File: src/rtl/phy_pkg.sv
// Shared PHY definitions: frame geometry, the comma byte and the link state encoding.
// Used by both the transmit and receive sides.
package phy_pkg;

    localparam int unsigned LANES   = 4;
    localparam int unsigned BYTE_W  = 8;
    localparam int unsigned FRAME_W = LANES * BYTE_W;

    localparam logic [BYTE_W-1:0] COMMA = 8'hBC;

    typedef enum logic {
        SYNC,
        DATA
    } phy_state_e;

    // A lane slot carries its data only when the lane is being sampled and is valid.
    function automatic logic [BYTE_W-1:0] lane_byte(input logic take, input logic valid,
                                                    input logic [BYTE_W-1:0] data);
        return (take && valid) ? data : COMMA;
    endfunction

endpackage

File: src/rtl/phy_tx_if.sv
// Upstream-facing lane bundle of the PHY transmitter plus its serial output and status.
// The upstream producer is the master; phy_tx is the slave.
interface phy_tx_if;
    import phy_pkg::*;

    logic [BYTE_W-1:0] in0;
    logic [BYTE_W-1:0] in1;
    logic [BYTE_W-1:0] in2;
    logic [BYTE_W-1:0] in3;
    logic              valid_in0;
    logic              valid_in1;
    logic              valid_in2;
    logic              valid_in3;
    logic              data_out;
    logic              load;
    logic              active;

    modport master (
        output in0, in1, in2, in3,
        output valid_in0, valid_in1, valid_in2, valid_in3,
        input  data_out, load, active
    );

    modport slave (
        input  in0, in1, in2, in3,
        input  valid_in0, valid_in1, valid_in2, valid_in3,
        output data_out, load, active
    );

endinterface

File: src/rtl/paralelo_serial_tx.sv
// 32-bit parallel-in serial-out register: loads a whole frame or shifts left, MSB first.
// The serial output is registered from the top bit of the shift register.
module paralelo_serial_tx
    import phy_pkg::*;
(
    input  logic               clk_32f,
    input  logic               reset,
    input  logic               load,
    input  logic [FRAME_W-1:0] frame,
    output logic               data_out
);

    logic [FRAME_W-1:0] sr_q;

    always_ff @(posedge clk_32f or posedge reset) begin
        if (reset) begin
            sr_q     <= {LANES{COMMA}};
            data_out <= 1'b0;
        end else begin
            data_out <= sr_q[FRAME_W-1];
            if (load) begin
                sr_q <= frame;
            end else begin
                sr_q <= {sr_q[FRAME_W-2:0], 1'b0};
            end
        end
    end

endmodule

File: src/rtl/phy_tx.sv
// PHY transmitter: sends comma frames after reset for far-end lock, then one sampled
// four-lane frame every 32 bit clocks with invalid lanes replaced by the comma.
module phy_tx
    import phy_pkg::*;
#(
    parameter int unsigned SYNC_FRAMES = 2
) (
    input  logic    clk_32f,
    input  logic    reset,
    phy_tx_if.slave bus
);

    localparam int unsigned    SW        = $clog2(SYNC_FRAMES) + 1;
    localparam logic [SW-1:0]  SYNC_LAST = SW'(SYNC_FRAMES - 1);
    localparam logic [4:0]     BIT_LAST  = 5'(FRAME_W - 1);

    phy_state_e         state_q, state_d;
    logic [SW-1:0]      sync_cnt_q, sync_cnt_d;
    logic [4:0]         bit_cnt_q;
    logic               frame_end;
    logic               take;
    logic [FRAME_W-1:0] frame;

    assign frame_end = (bit_cnt_q == BIT_LAST);

    always_ff @(posedge clk_32f or posedge reset) begin
        if (reset) begin
            state_q    <= SYNC;
            sync_cnt_q <= '0;
            bit_cnt_q  <= '0;
        end else begin
            state_q    <= state_d;
            sync_cnt_q <= sync_cnt_d;
            bit_cnt_q  <= bit_cnt_q + 5'd1;
        end
    end

    // sync_cnt only advances in SYNC, so it holds at SYNC_LAST once data flows.
    always_comb begin
        state_d    = state_q;
        sync_cnt_d = sync_cnt_q;
        take       = 1'b0;
        if (frame_end) begin
            case (state_q)
                SYNC: begin
                    if (sync_cnt_q == SYNC_LAST) begin
                        take    = 1'b1;
                        state_d = DATA;
                    end else begin
                        sync_cnt_d = sync_cnt_q + SW'(1);
                    end
                end
                DATA:    take = 1'b1;
                default: state_d = SYNC;
            endcase
        end
    end

    assign frame = {lane_byte(take, bus.valid_in0, bus.in0),
                    lane_byte(take, bus.valid_in1, bus.in1),
                    lane_byte(take, bus.valid_in2, bus.in2),
                    lane_byte(take, bus.valid_in3, bus.in3)};

    assign bus.load   = take;
    assign bus.active = (state_q == DATA);

    paralelo_serial_tx u_piso (
        .clk_32f  (clk_32f),
        .reset    (reset),
        .load     (frame_end),
        .frame    (frame),
        .data_out (bus.data_out)
    );

endmodule

File: src/flat_wrapper.sv
// flat-port wrapper written by rule: the top's interface ports become plain ports
module phy_tx_flat import phy_pkg::*;
#(
    parameter int unsigned SYNC_FRAMES = 2
)
  (clk_32f, reset, bus_in0, bus_in1, bus_in2, bus_in3, bus_valid_in0, bus_valid_in1, bus_valid_in2, bus_valid_in3, bus_data_out, bus_load, bus_active);
  phy_tx_if bus_i ();
  input  logic clk_32f;
  input  logic reset;
  input wire logic [$bits(bus_i.in0)-1:0] bus_in0;
  input wire logic [$bits(bus_i.in1)-1:0] bus_in1;
  input wire logic [$bits(bus_i.in2)-1:0] bus_in2;
  input wire logic [$bits(bus_i.in3)-1:0] bus_in3;
  input wire logic [$bits(bus_i.valid_in0)-1:0] bus_valid_in0;
  input wire logic [$bits(bus_i.valid_in1)-1:0] bus_valid_in1;
  input wire logic [$bits(bus_i.valid_in2)-1:0] bus_valid_in2;
  input wire logic [$bits(bus_i.valid_in3)-1:0] bus_valid_in3;
  output wire logic [$bits(bus_i.data_out)-1:0] bus_data_out;
  output wire logic [$bits(bus_i.load)-1:0] bus_load;
  output wire logic [$bits(bus_i.active)-1:0] bus_active;
  assign bus_i.in0 = bus_in0;
  assign bus_i.in1 = bus_in1;
  assign bus_i.in2 = bus_in2;
  assign bus_i.in3 = bus_in3;
  assign bus_i.valid_in0 = bus_valid_in0;
  assign bus_i.valid_in1 = bus_valid_in1;
  assign bus_i.valid_in2 = bus_valid_in2;
  assign bus_i.valid_in3 = bus_valid_in3;
  assign bus_data_out = bus_i.data_out;
  assign bus_load = bus_i.load;
  assign bus_active = bus_i.active;
  phy_tx #(.SYNC_FRAMES(SYNC_FRAMES)) u_core (.clk_32f(clk_32f), .reset(reset), .bus(bus_i));
endmodule
File: config.mk
export PLATFORM = sky130hd
export DESIGN_NAME = phy_tx_flat
export DESIGN_NICKNAME = d
export VERILOG_FILES = /design/src/rtl/phy_pkg.sv /design/src/rtl/phy_tx_if.sv /design/src/rtl/paralelo_serial_tx.sv /design/src/rtl/phy_tx.sv /design/src/flat_wrapper.sv
export SDC_FILE = /design/constraint.sdc
export NUM_CORES = 1
export LEC_CHECK = 0
export ABC_CLOCK_PERIOD_IN_PS = 4200
export BUFFER_PORTS_ARGS = -buffer_cell sky130_fd_sc_hd__clkbuf_2
export CORE_MARGIN = 1
export CORE_UTILIZATION = 36
export DETAILED_ROUTE_END_ITERATION = 16
export GPL_TIMING_DRIVEN = 1
export SYNTH_ARGS = -nofsm -noshare
export SYNTH_HDL_FRONTEND = slang
export SYNTH_SLANG_ARGS = --single-unit
File: constraint.sdc
create_clock -name clk_32f -period 4.2 [get_ports clk_32f]
set_input_delay 0.42 -clock clk_32f [delete_from_list [all_inputs] [get_ports clk_32f]]
set_output_delay 0.42 -clock clk_32f [all_outputs]
set_load 0.05 [all_outputs]
### After elaboration in Yosys (flattened, before gate mapping)

Index checks and enable logic that the tools add are counted.

| storage, ports and cells | value |
|---|---|
| flip-flop bits (word level) | 41 |
| bits in latches | 0 |
| memory bits (writable) | 0 |
| memory bits (read-only) | 0 |
| bits of input ports | 38 |
| output and inout bits | 3 |
| word-level logic and storage cells | 25 |
| memories kept | 0 |

| operators by class | value |
|---|---|
| add/subtract/negate cells | 2 |
| multipliers | 0 |
| divide/modulo/power cells | 0 |
| order comparisons | 0 |
| equality and inequality tests | 2 |
| shifts and indexed selects | 0 |
| mux-type cells | 9 |
| bitwise operators | 2 |
| reduce and logical (&&, ||, !) cells | 5 |

Operators by type and width:

| cell | number |
|---|---|
| 32-bit two-way mux | 1 |
| 8-bit two-way mux | 4 |
| 5-bit by 1-bit adder with 5-bit output, second input constant | 1 |
| 5-bit equality test, second input constant | 1 |
| 1-bit logical AND | 4 |
| 1-bit two-way mux | 3 |
| 3-bit AND reduction | 1 |
| 2-bit by 1-bit adder with 2-bit output, second input constant | 1 |
| 2-bit by 1-bit equality test with 1-bit output, second input constant | 1 |
| 1-bit NOT | 2 |
| 1-bit case mux with 2 select lines | 1 |

### Longest topological paths before layout

Gate-level depths: netlist of run 1.

| logic depth | value |
|---|---|
| depth after elaboration | 7 |
| mapped depth | 7 |

### Hierarchy

A second synthesis of run 1 with hierarchy kept.

| second synthesis, totals | value |
|---|---|
| cells, all modules | 130 |
| area total of the unflattened synthesis | 1961.9 um2 |

Modules (own cells, without submodules):

| module | times used | cells each | area an instance (um2) | seq. area each (um2) |
|---|---|---|---|---|
| paralelo_serial_tx | 1 | 70 | 1390.1 | 850.8 |
| phy_tx | 1 | 60 | 571.8 | 200.2 |

### Worst setup path before layout of run 1

Ideal clock, no wire load.

| path | value |
|---|---|
| path type | reg-to-output |
| start point | register u_core.bit_cnt_q[0] |
| end point | output bus_load |
| arrival time | 1.582 ns |
| slack | 2.198 ns |
| cell stages (with the launch flop) | 7 |
| path buffers | 2 |
| path through | dfrtp_1 -> ha_1 -> and3_1 -> ha_1 -> buf_4 -> buf_2 -> o21a_1 |

| between the ends | value |
|---|---|
| longest elaborated chain between the ends | 2 |

Ends and longest elaborated chain:

| what | RTL line | RTL |
|---|---|---|
| start: declaration | phy_tx.sv:19 | `logic [4:0] bit_cnt_q;` |
| start signal: assignment | phy_tx.sv:34 | `bit_cnt_q <= bit_cnt_q + 5'd1;` |
| 5-bit equality test | phy_tx.sv:24 | `assign frame_end = (bit_cnt_q == BIT_LAST);` |
| 1-bit two-way mux | phy_tx.sv:43 | `if (frame_end) begin` |
| end: declaration | flat_wrapper.sv:19 | `output wire logic [$bits(bus_i.load)-1:0] bus_load;` |

Every way passes these cells.

### Worst setup path in the final report of run 1

Same ends and word-level chain as after synthesis.

==> run_results.csv, run 1 <==
group,metric,value,unit
sta,fin_crit,2.33,ns
place,placed_cell_area,0.00197,sq mm
clocking,ctsResizeCount,0,
global_routing,track_usage,0.135,
global_routing,grt_pass1_vias,1159,
sta,fin_ws,1.87,ns
setup_path,critical_path.endpoint_type,"output port",
flow_run,drv_cap,0,
logic_synthesis,syn_inst,167,
finish,drive_gt1_frac,0.356,
setup_path,crit_fanout,27,
finish,final_cell_mix,"clkbuf_2 (40), inv_1 (34), dfrtp_1 (21)",
sta,period_share,0.555,
logic_synthesis,synthXorXnorAreaFrac,0.0150,
setup_path,worstReg2RegStart,"u_core.bit_cnt_q[0]",
sta,hold_violations,0,
die,die_y,71.8,um
power,leakagePower,1.01,nW
die,core,0.00469,sq mm
setup_path,r2r_slack,2.02,ns
clocking,tritoncts,"yes",
die,die_w,71.8,um
logic_synthesis,synthAdderAreaFrac,0.0214,
logic_synthesis,yosys.area_share.simple,0.0870,
finish,final_core_utilization,0.440,
place,dp_cells,254,
sta,finalClockSkew,0.00628,ns
logic_synthesis,synth_area,0.00176,sq mm
sta,whs,0.218,ns
setup_path,critical_path_class,"flop to output port",
die,ios,41,
setup_path,crit_path_end,"bus_load",
finish,antenna_cells,0,
setup_path,worst_setup_path_start_kind,"flop",
place,gp_congestion,0.713,
finish,fin_area,0.00206,sq mm
global_routing,antenna_found_initial,0,
sta,setup_tns,0,ns
clocking,clockBufferDepth,2,
finish,final_cells,262,
sta,max_freq,429,MHz
place,port_buffers,40,
setup_path,worst-r2r-cell-count,6,
logic_synthesis,syn_area_per_cell,10.5,sq um
logic_synthesis,synth-seq-cells,41,
routing,routedWlPerCell,11.3,um
logic_synthesis,synthMuxAreaShare,0.00570,
power,cellPowerDensity,337,mW/mm^2
finish,nets,248,
clocking,clk_pin_slew,0.08,ns
routing,vias_per_cell,4.65,
global_routing,grt_max_degree,42,
setup_path,arrival,1.91,ns
logic_synthesis,ys_types,22,
sta,rsz0062_at_grt,"false",
routing,drc,0,
logic_synthesis,synth_compound_area_frac,0.161,
sta,drv_slew,0,
setup_path,required,3.78,ns
clocking,post_cts_buffers,0,
setup_path,startpoint,"u_core.bit_cnt_q[0]",
logic_synthesis,synth_nets,208,
power,total_power,694,uW
sta,finalSetupViolCount,0,
finish,layout_commonest_cell,"clkbuf_2",
die,dieArea,0.00516,sq mm
routing,dr.pass1.iters,6,
clocking,cts.hold.buffers_added,0,
place,dp_slack,2.03,ns
routing,drt_iter0_markers,113,
clocking,clock_sinks,41,
sta,tightest_slew,0.527,ns
sta,relSlewSlack,0.649,
status,status,"complete, no violations",
place,hpwlAfterDp,2.01,mm
routing,wirelength,2.96,mm
logic_synthesis,synth_top_family_by_area,"compound AO/OA/AOI/OAI gates",
setup_path,timing.rr.end,"u_core.sync_cnt_q[1]",
worst_hold_path,hold_path.class,"primary input to asynchronous set/reset pin",
power,ir_worst_vdd,0.153,mV
logic_synthesis,synth_warnings,0,
clocking,root_buffer,"clkbuf_8",
global_routing,grt_pass1_wl,5.16,mm
die,start_util,0.374,
finish,area_delta_synth_final,17.5,%
clocking,numCtsBuffers,5,
clocking,clkLatencyLatePin,0.29,ns
clocking,htreeDepth,2,
routing,vias,1218,
logic_synthesis,ys_seq_area_frac,0.599,
routing,postRouteAntennaNets,0,
die,rows,25,
finish,fillers,471,
global_routing,gr-total-overflow,0,
## logic make-up (layout without fill, tap and decap cells)
group                      after synthesis  count (layout)
DFF                                     41              41
xor gates and xnor gates                 3               3
adders and majority gates                3               3
and+or+nand+nor                         35              35
muxes                                    1               1
AOI/OAI and AO/OA                       41              41
buffers and inverters                   43              84
## layer usage
metal	up-vias	global-route usage	wire, um	part of all wire
li1	621	-	-	-
met1	556	0.172	1480	0.50
met2	33	0.205	1280	0.43
met3	8	0.0436	140	0.047
met4	0	0.0719	68	0.023
met5	-	0	0	0
## worst min-delay path by stage
stage,from,endpoint,slack (ns),depth (start not counted)
after detailed placement,u_core.u_piso.sr_q[31],u_core.u_piso.data_out,0.38,0
after global routing,reset,u_core.bit_cnt_q[4],0.26,3
final,reset,u_core.bit_cnt_q[3],0.22,3
after global placement,u_core.u_piso.sr_q[31],u_core.u_piso.data_out,0.38,0
after CTS,reset,u_core.bit_cnt_q[4],0.24,3
after floorplan,u_core.u_piso.sr_q[31],u_core.u_piso.data_out,0.38,0
## cells in the mapped netlist
cell	number	area, sq um
a21o_2	1	8.76
a31oi_1	20	125
and3_1	2	12.5
buf_2	4	20.0
buf_4	3	22.5
buf_6	1	11.3
clkbuf_8	1	13.8
dfrtp_1	21	526
dfstp_2	20	526
ha_1	3	37.5
inv_1	34	128
mux2i_1	1	10.0
nand2_1	11	41.3
nand3_1	1	5.00
nor2_1	20	75.1
nor3b_4	1	18.8
o21a_1	2	15.0
o21a_4	3	45.0
o21ai_0	4	20.0
o22ai_1	11	68.8
xnor2_1	1	8.76
xor2_1	2	17.5
## report_power, final
group          internal, mW  leakage [nW]  switching, mW
clock network         0.134        0.0455          0.127
registers             0.396         0.468              0
logic                0.0177         0.499         0.0198
## critical path, stage by stage (launching register included)
cell and delay (ns):
dfrtp_1 0.37, ha_1 0.18, and3_1 0.17, ha_2 0.46, o21a_1 0.19, clkbuf_2 0.27
## cell type report
type	count	area, sq um	share of cell area
Inverter	34	128	0.0619
Timing Repair Buffer	42	215	0.104
Clock buffer	8	90.1	0.0437
Tap cell	54	67.6	0.0327
Sequential cell	41	1050	0.509
Multi-Input combinational cell	83	512	0.248
## registers in the layout, summed over array words and instances, names as in the netlist
register,cells
u_core.sync_cnt_q,2
u_core.u_piso.sr_q,32
u_core.bus.active,1
u_core.bit_cnt_q,5
u_core.u_piso.data_out,1
(Power assumes the default switching activity.)
==> run 2: changes to the inputs <==
- ABC_CLOCK_PERIOD_IN_PS: 4200 -> 2000
- clock period: 4.2 -> 2 ns (I/O delays scaled with it)
==> run 2 against run 1 <==
  * Worst hold slack worse by 0.21 ns
  * Final cell count rose by 0.76%
  * Critical path depth shrank 1
  * Wire length rose by 2.0%
  * Via count shrank 1.7%
  * Combinational power increased by 110%
  * Largest power group unchanged
  * Global-route usage decreased by 0.12 points
  * Sequential share of layout area is 0.37 points lower
==> run_results.csv, run 2 (synthesized netlist as in run 1, its figures left out) <==
group,metric,value,unit
setup_path,worstReg2RegStart,"u_core.bit_cnt_q[0]",
status,status,"complete, no violations",
finish,registers.top_by_ff_count,"u_core.u_piso.sr_q",
finish,multi_input_area,512,sq um
die,start_util,0.374,
finish,layout_commonest_cell,"clkbuf_2",
finish,drive_gt1_frac,0.362,
routing,vias_per_cell,4.53,
sta,finalClockSkew,0.00629,ns
flow_run,drv_cap,0,
power,cellPowerDensity,699,mW/mm^2
power,leakagePower,1.02,nW
die,ios,41,
clocking,cts.hold.buffers_added,0,
sta,drv_slew,0,
clocking,clockBufferDepth,2,
routing,postRouteAntennaNets,0,
finish,largest_reg_flops,32,
clocking,tritoncts,"yes",
setup_path,path_cells,"inv_1 > ha_1 > o21a_1 > clkbuf_2",
global_routing,gr-total-overflow,0,
finish,final_cells,264,
finish,antenna_cells,0,
clocking,post_cts_buffers,0,
sta,period_share,0.935,
sta,relSlewSlack,0.667,
place,placed_cell_area,0.00199,sq mm
place,dp_cells,256,
sta,fin_ws,0.130,ns
clocking,root_buffer,"clkbuf_8",
routing,drt_iter0_markers,80,
finish,regArea,0.00105,sq mm
finish,final_cell_mix,"clkbuf_2 (40), inv_1 (34), dfrtp_1 (21)",
setup_path,crit_fanout,11,
clocking,clkLatencyLatePin,0.29,ns
setup_path,worst_setup_path_start_kind,"flop",
clocking,clock_sinks,41,
setup_path,critical_path_class,"flop to output port",
clocking,ctsResizeCount,0,
routing,routedWlPerCell,11.4,um
place,hpwlAfterDp,2.12,mm
clocking,htreeDepth,2,
finish,fin_area,0.00208,sq mm
finish,nets,250,
worst_hold_path,hold_path.class,"primary input to asynchronous set/reset pin",
global_routing,antenna_found_initial,0,
setup_path,timing.rr.end,"u_core.bus.active",
sta,finalSetupViolCount,0,
sta,setup_tns,0,ns
die,die_w,71.8,um
finish,reg_top3,"u_core.u_piso.sr_q: 32 flops, u_core.bit_cnt_q: 5 flops, u_core.sync_cnt_q: 2 flops",
routing,wirelength,3.02,mm
routing,vias,1197,
global_routing,grt_pass1_vias,1163,
global_routing,grt_pass1_wl,5.17,mm
place,dp_slack,0.430,ns
setup_path,critPathSlowestCell,"ha_1",
global_routing,track_usage,0.134,
setup_path,arrival,1.67,ns
routing,drc,0,
setup_path,worst-r2r-cell-count,5,
sta,whs,0.0104,ns
die,core,0.00469,sq mm
place,gp_congestion,0.710,
setup_path,crit_family,"adder cells",
sta,hold_violations,0,
finish,fillers,469,
setup_path,slowest_delay,0.46,ns
global_routing,grt_max_degree,42,
setup_path,critPathBufInv,2,
clocking,clk_pin_slew,0.07,ns
setup_path,required,1.80,ns
power,ir_worst_vdd,0.293,mV
sta,tightest_slew,0.499,ns
finish,area_delta_synth_final,18.4,%
setup_path,r2r_slack,0.42,ns
die,die_y,71.8,um
die,dieArea,0.00516,sq mm
place,port_buffers,40,
die,rows,25,
setup_path,critical_path.endpoint_type,"output port",
sta,rsz0062_at_grt,"false",
routing,dr.pass1.iters,6,
sta,max_freq,535,MHz
sta,fin_crit,1.87,ns
clocking,numCtsBuffers,5,
[run 2: cell types whose count changed in the layout (fill, tap and decap cells not counted)]
cell / previous run / this run
buf_4: 2 / 4
[run 2: worst max path at each step]
stage / slack [ns] / end / from / depth (start not counted)
2_1_floorplan: 0.22 / bus_load / u_core.bit_cnt_q[0] / 6
3_5_place_dp: 0.43 / u_core.bus.active / u_core.bit_cnt_q[0] / 5
3_3_place_gp: 0.45 / u_core.bus.active / u_core.bit_cnt_q[0] / 5
5_1_grt: 0.02 / bus_load / u_core.sync_cnt_q[1] / 4
6_report: 0.13 / bus_load / u_core.sync_cnt_q[1] / 4
4_1_cts: 0.12 / bus_load / u_core.sync_cnt_q[1] / 4
[run 2: cell type report]
| class | count | share of cell area |
|---|---|---|
| inverter | 34 | 0.0614 |
| clock buffer | 8 | 0.0433 |
| tap | 54 | 0.0325 |
| multi-input combinational | 83 | 0.246 |
| timing repair buffer | 44 | 0.111 |
| sequential | 41 | 0.506 |
[run 2: tightest hold or removal path: cells and delay by family]
family                 cells  cell delay [ns]
buffers and inverters      3             0.54
[run 2: stage by stage]
stage	power [mW]	util
detailed placement	0.927	0.424
floorplan	0.878	-
CTS	1.48	0.443
finish	1.45	0.443
global route	1.53	0.443
global placement	0.927	0.424
[run 2: routing by layer]
layer	part of all wire	track usage	vias to the layer above
li1	-	-	624
met1	0.50	0.177	539
met2	0.45	0.208	32
met3	0.048	0.0478	2
met4	0.0056	0.0392	0
met5	0	0	-
[run 2: power breakdown]
group / switching, mW / internal (mW)
Clock: 0.262 / 0.281
Sequential: 0 / 0.831
Combinational: 0.0421 / 0.0371
Total: 0.304 / 1.15
==> run 3: changes to the inputs <==
- RECOVER_POWER: not set -> 25
==> run 3 against run 2 <==
  * Cell area down 0.12%
  * Critical endpoint unchanged
  * Worst setup slack unchanged
  * Total power about the same
  * Worst hold slack better by 0.084 ns
  * First-iteration DRC count unchanged
  * Die area unchanged
  * Clock skew unchanged
  * Non-clock buffer count unchanged
  * Clock power about the same
==> run_results.csv, run 3 (synthesized netlist as in run 1, its figures left out) <==
group,metric,value,unit
status,status,"complete, no violations",
sta,rsz0062_at_grt,"false",
die,start_util,0.374,
finish,area_delta_synth_final,18.2,%
finish,registers.top_by_ff_count,"u_core.u_piso.sr_q",
global_routing,grt_pass1_wl,5.17,mm
finish,reg_top3,"u_core.u_piso.sr_q: 32 flops, u_core.bit_cnt_q: 5 flops, u_core.sync_cnt_q: 2 flops",
die,die_y,71.8,um
setup_path,required,1.80,ns
finish,multi_input_area,512,sq um
global_routing,grt_pass1_vias,1163,
global_routing,grt_max_degree,42,
setup_path,slowest_delay,0.46,ns
setup_path,path_cells,"inv_1 > ha_1 > o21a_1 > clkbuf_2",
die,rows,25,
clocking,post_cts_buffers,0,
finish,antenna_cells,0,
global_routing,track_usage,0.134,
finish,nets,250,
die,core,0.00469,sq mm
setup_path,startpoint,"u_core.sync_cnt_q[1]",
clocking,clk_pin_slew,0.07,ns
routing,vias_per_cell,4.53,
sta,period_share,0.935,
clocking,tritoncts,"yes",
power,leakagePower,1.02,nW
clocking,ctsResizeCount,0,
sta,finalClockSkew,0.00629,ns
clocking,clockBufferDepth,2,
routing,postRouteAntennaNets,0,
sta,fin_crit,1.87,ns
setup_path,arrival,1.67,ns
die,die_w,71.8,um
place,port_buffers,40,
power,cellPowerDensity,700,mW/mm^2
die,ios,41,
finish,fillers,468,
routing,drc,0,
place,gp_congestion,0.710,
global_routing,antenna_found_initial,0,
finish,regArea,0.00105,sq mm
sta,max_freq,535,MHz
finish,final_cell_mix,"clkbuf_2 (41), inv_1 (34), dfrtp_1 (21)",
place,dp_cells,256,
place,hpwlAfterDp,2.12,mm
finish,final_core_utilization,0.442,
global_routing,gr-total-overflow,0,
finish,layout_commonest_cell,"clkbuf_2",
routing,routedWlPerCell,11.4,um
sta,drv_slew,0,
clocking,clock_sinks,41,
sta,finalSetupViolCount,0,
sta,relSlewSlack,0.347,
clocking,cts.hold.buffers_added,0,
routing,dr.pass1.iters,6,
setup_path,worstReg2RegStart,"u_core.bit_cnt_q[0]",
worst_hold_path,hold_path.class,"primary input to flop",
sta,hold_violations,0,
setup_path,critical_path_class,"flop to output port",
power,ir_worst_vdd,0.293,mV
routing,vias,1197,
setup_path,critPathSlowestCell,"ha_1",
die,dieArea,0.00516,sq mm
sta,setup_tns,0,ns
sta,tightest_slew,0.980,ns
setup_path,critical_path.endpoint_type,"output port",
setup_path,worst_setup_path_start_kind,"flop",
routing,wirelength,3.02,mm
finish,drive_gt1_frac,0.362,
finish,largest_reg_flops,32,
worst_hold_path,min_from,"bus_in3[3]",
setup_path,crit_fanout,11,
clocking,numCtsBuffers,5,
flow_run,drv_cap,0,
clocking,root_buffer,"clkbuf_8",
finish,final_cells,264,
clocking,clkLatencyLatePin,0.29,ns
clocking,htreeDepth,2,
power,total_power,1.45,mW
routing,drt_iter0_markers,80,
run 3: worst max-delay path: cells and delay by family (launching register included):
| kind | cells | cell delay (ns) |
|---|---|---|
| AO/OA/AOI/OAI | 1 | 0.22 |
| buffers and inverters | 2 | 0.35 |
| adder cells (fa/ha/maj) | 1 | 0.46 |
| flip-flops | 1 | 0.36 |
run 3: final timing paths:
kind	endpoint	slack, ns	cells after the start
max	bus_load	0.13	4
min in group asynchronous	u_core.u_piso.sr_q[22]	0.19	3
min reg2reg	u_core.u_piso.data_out	0.39	0
max in group asynchronous	u_core.u_piso.sr_q[6]	1.21	3
min	u_core.u_piso.sr_q[3]	0.09	3
max reg2reg	u_core.bus.active	0.42	5
run 3: stage by stage:
step / instance area (sq um) / hold slack (ns) / worst slack [ns]
after floorplan: 1760 / 0.307 / 0.218
after global placement: 1990 / 0.335 / 0.452
after detailed placement: 1990 / 0.343 / 0.430
after CTS: 2080 / 0.0249 / 0.115
after global routing: 2080 / 0.0963 / 0.0227
final: 2080 / 0.0941 / 0.130
run 3: cell type report:
type / instances / share of cell area
timing repair buffer: 44 / 0.110
inverter: 34 / 0.0615
multi-input combinational: 83 / 0.247
sequential: 41 / 0.506
clock buffer: 8 / 0.0434
tap: 54 / 0.0325
run 3: per-layer routing:
layer / routed length, um / vias to the layer above / GRT usage
met5: 0 / - / 0
met4: 17 / 0 / 0.0392
met3: 144 / 2 / 0.0478
met2: 1360 / 32 / 0.208
met1: 1500 / 539 / 0.177
li1: - / 624 / -
run 3: report_power, final:
part	switching [mW]	internal [mW]	leakage, nW
logic	0.0421	0.0364	0.510
clock network	0.262	0.281	0.0455
registers	0	0.831	0.468
total	0.304	1.15	1.02
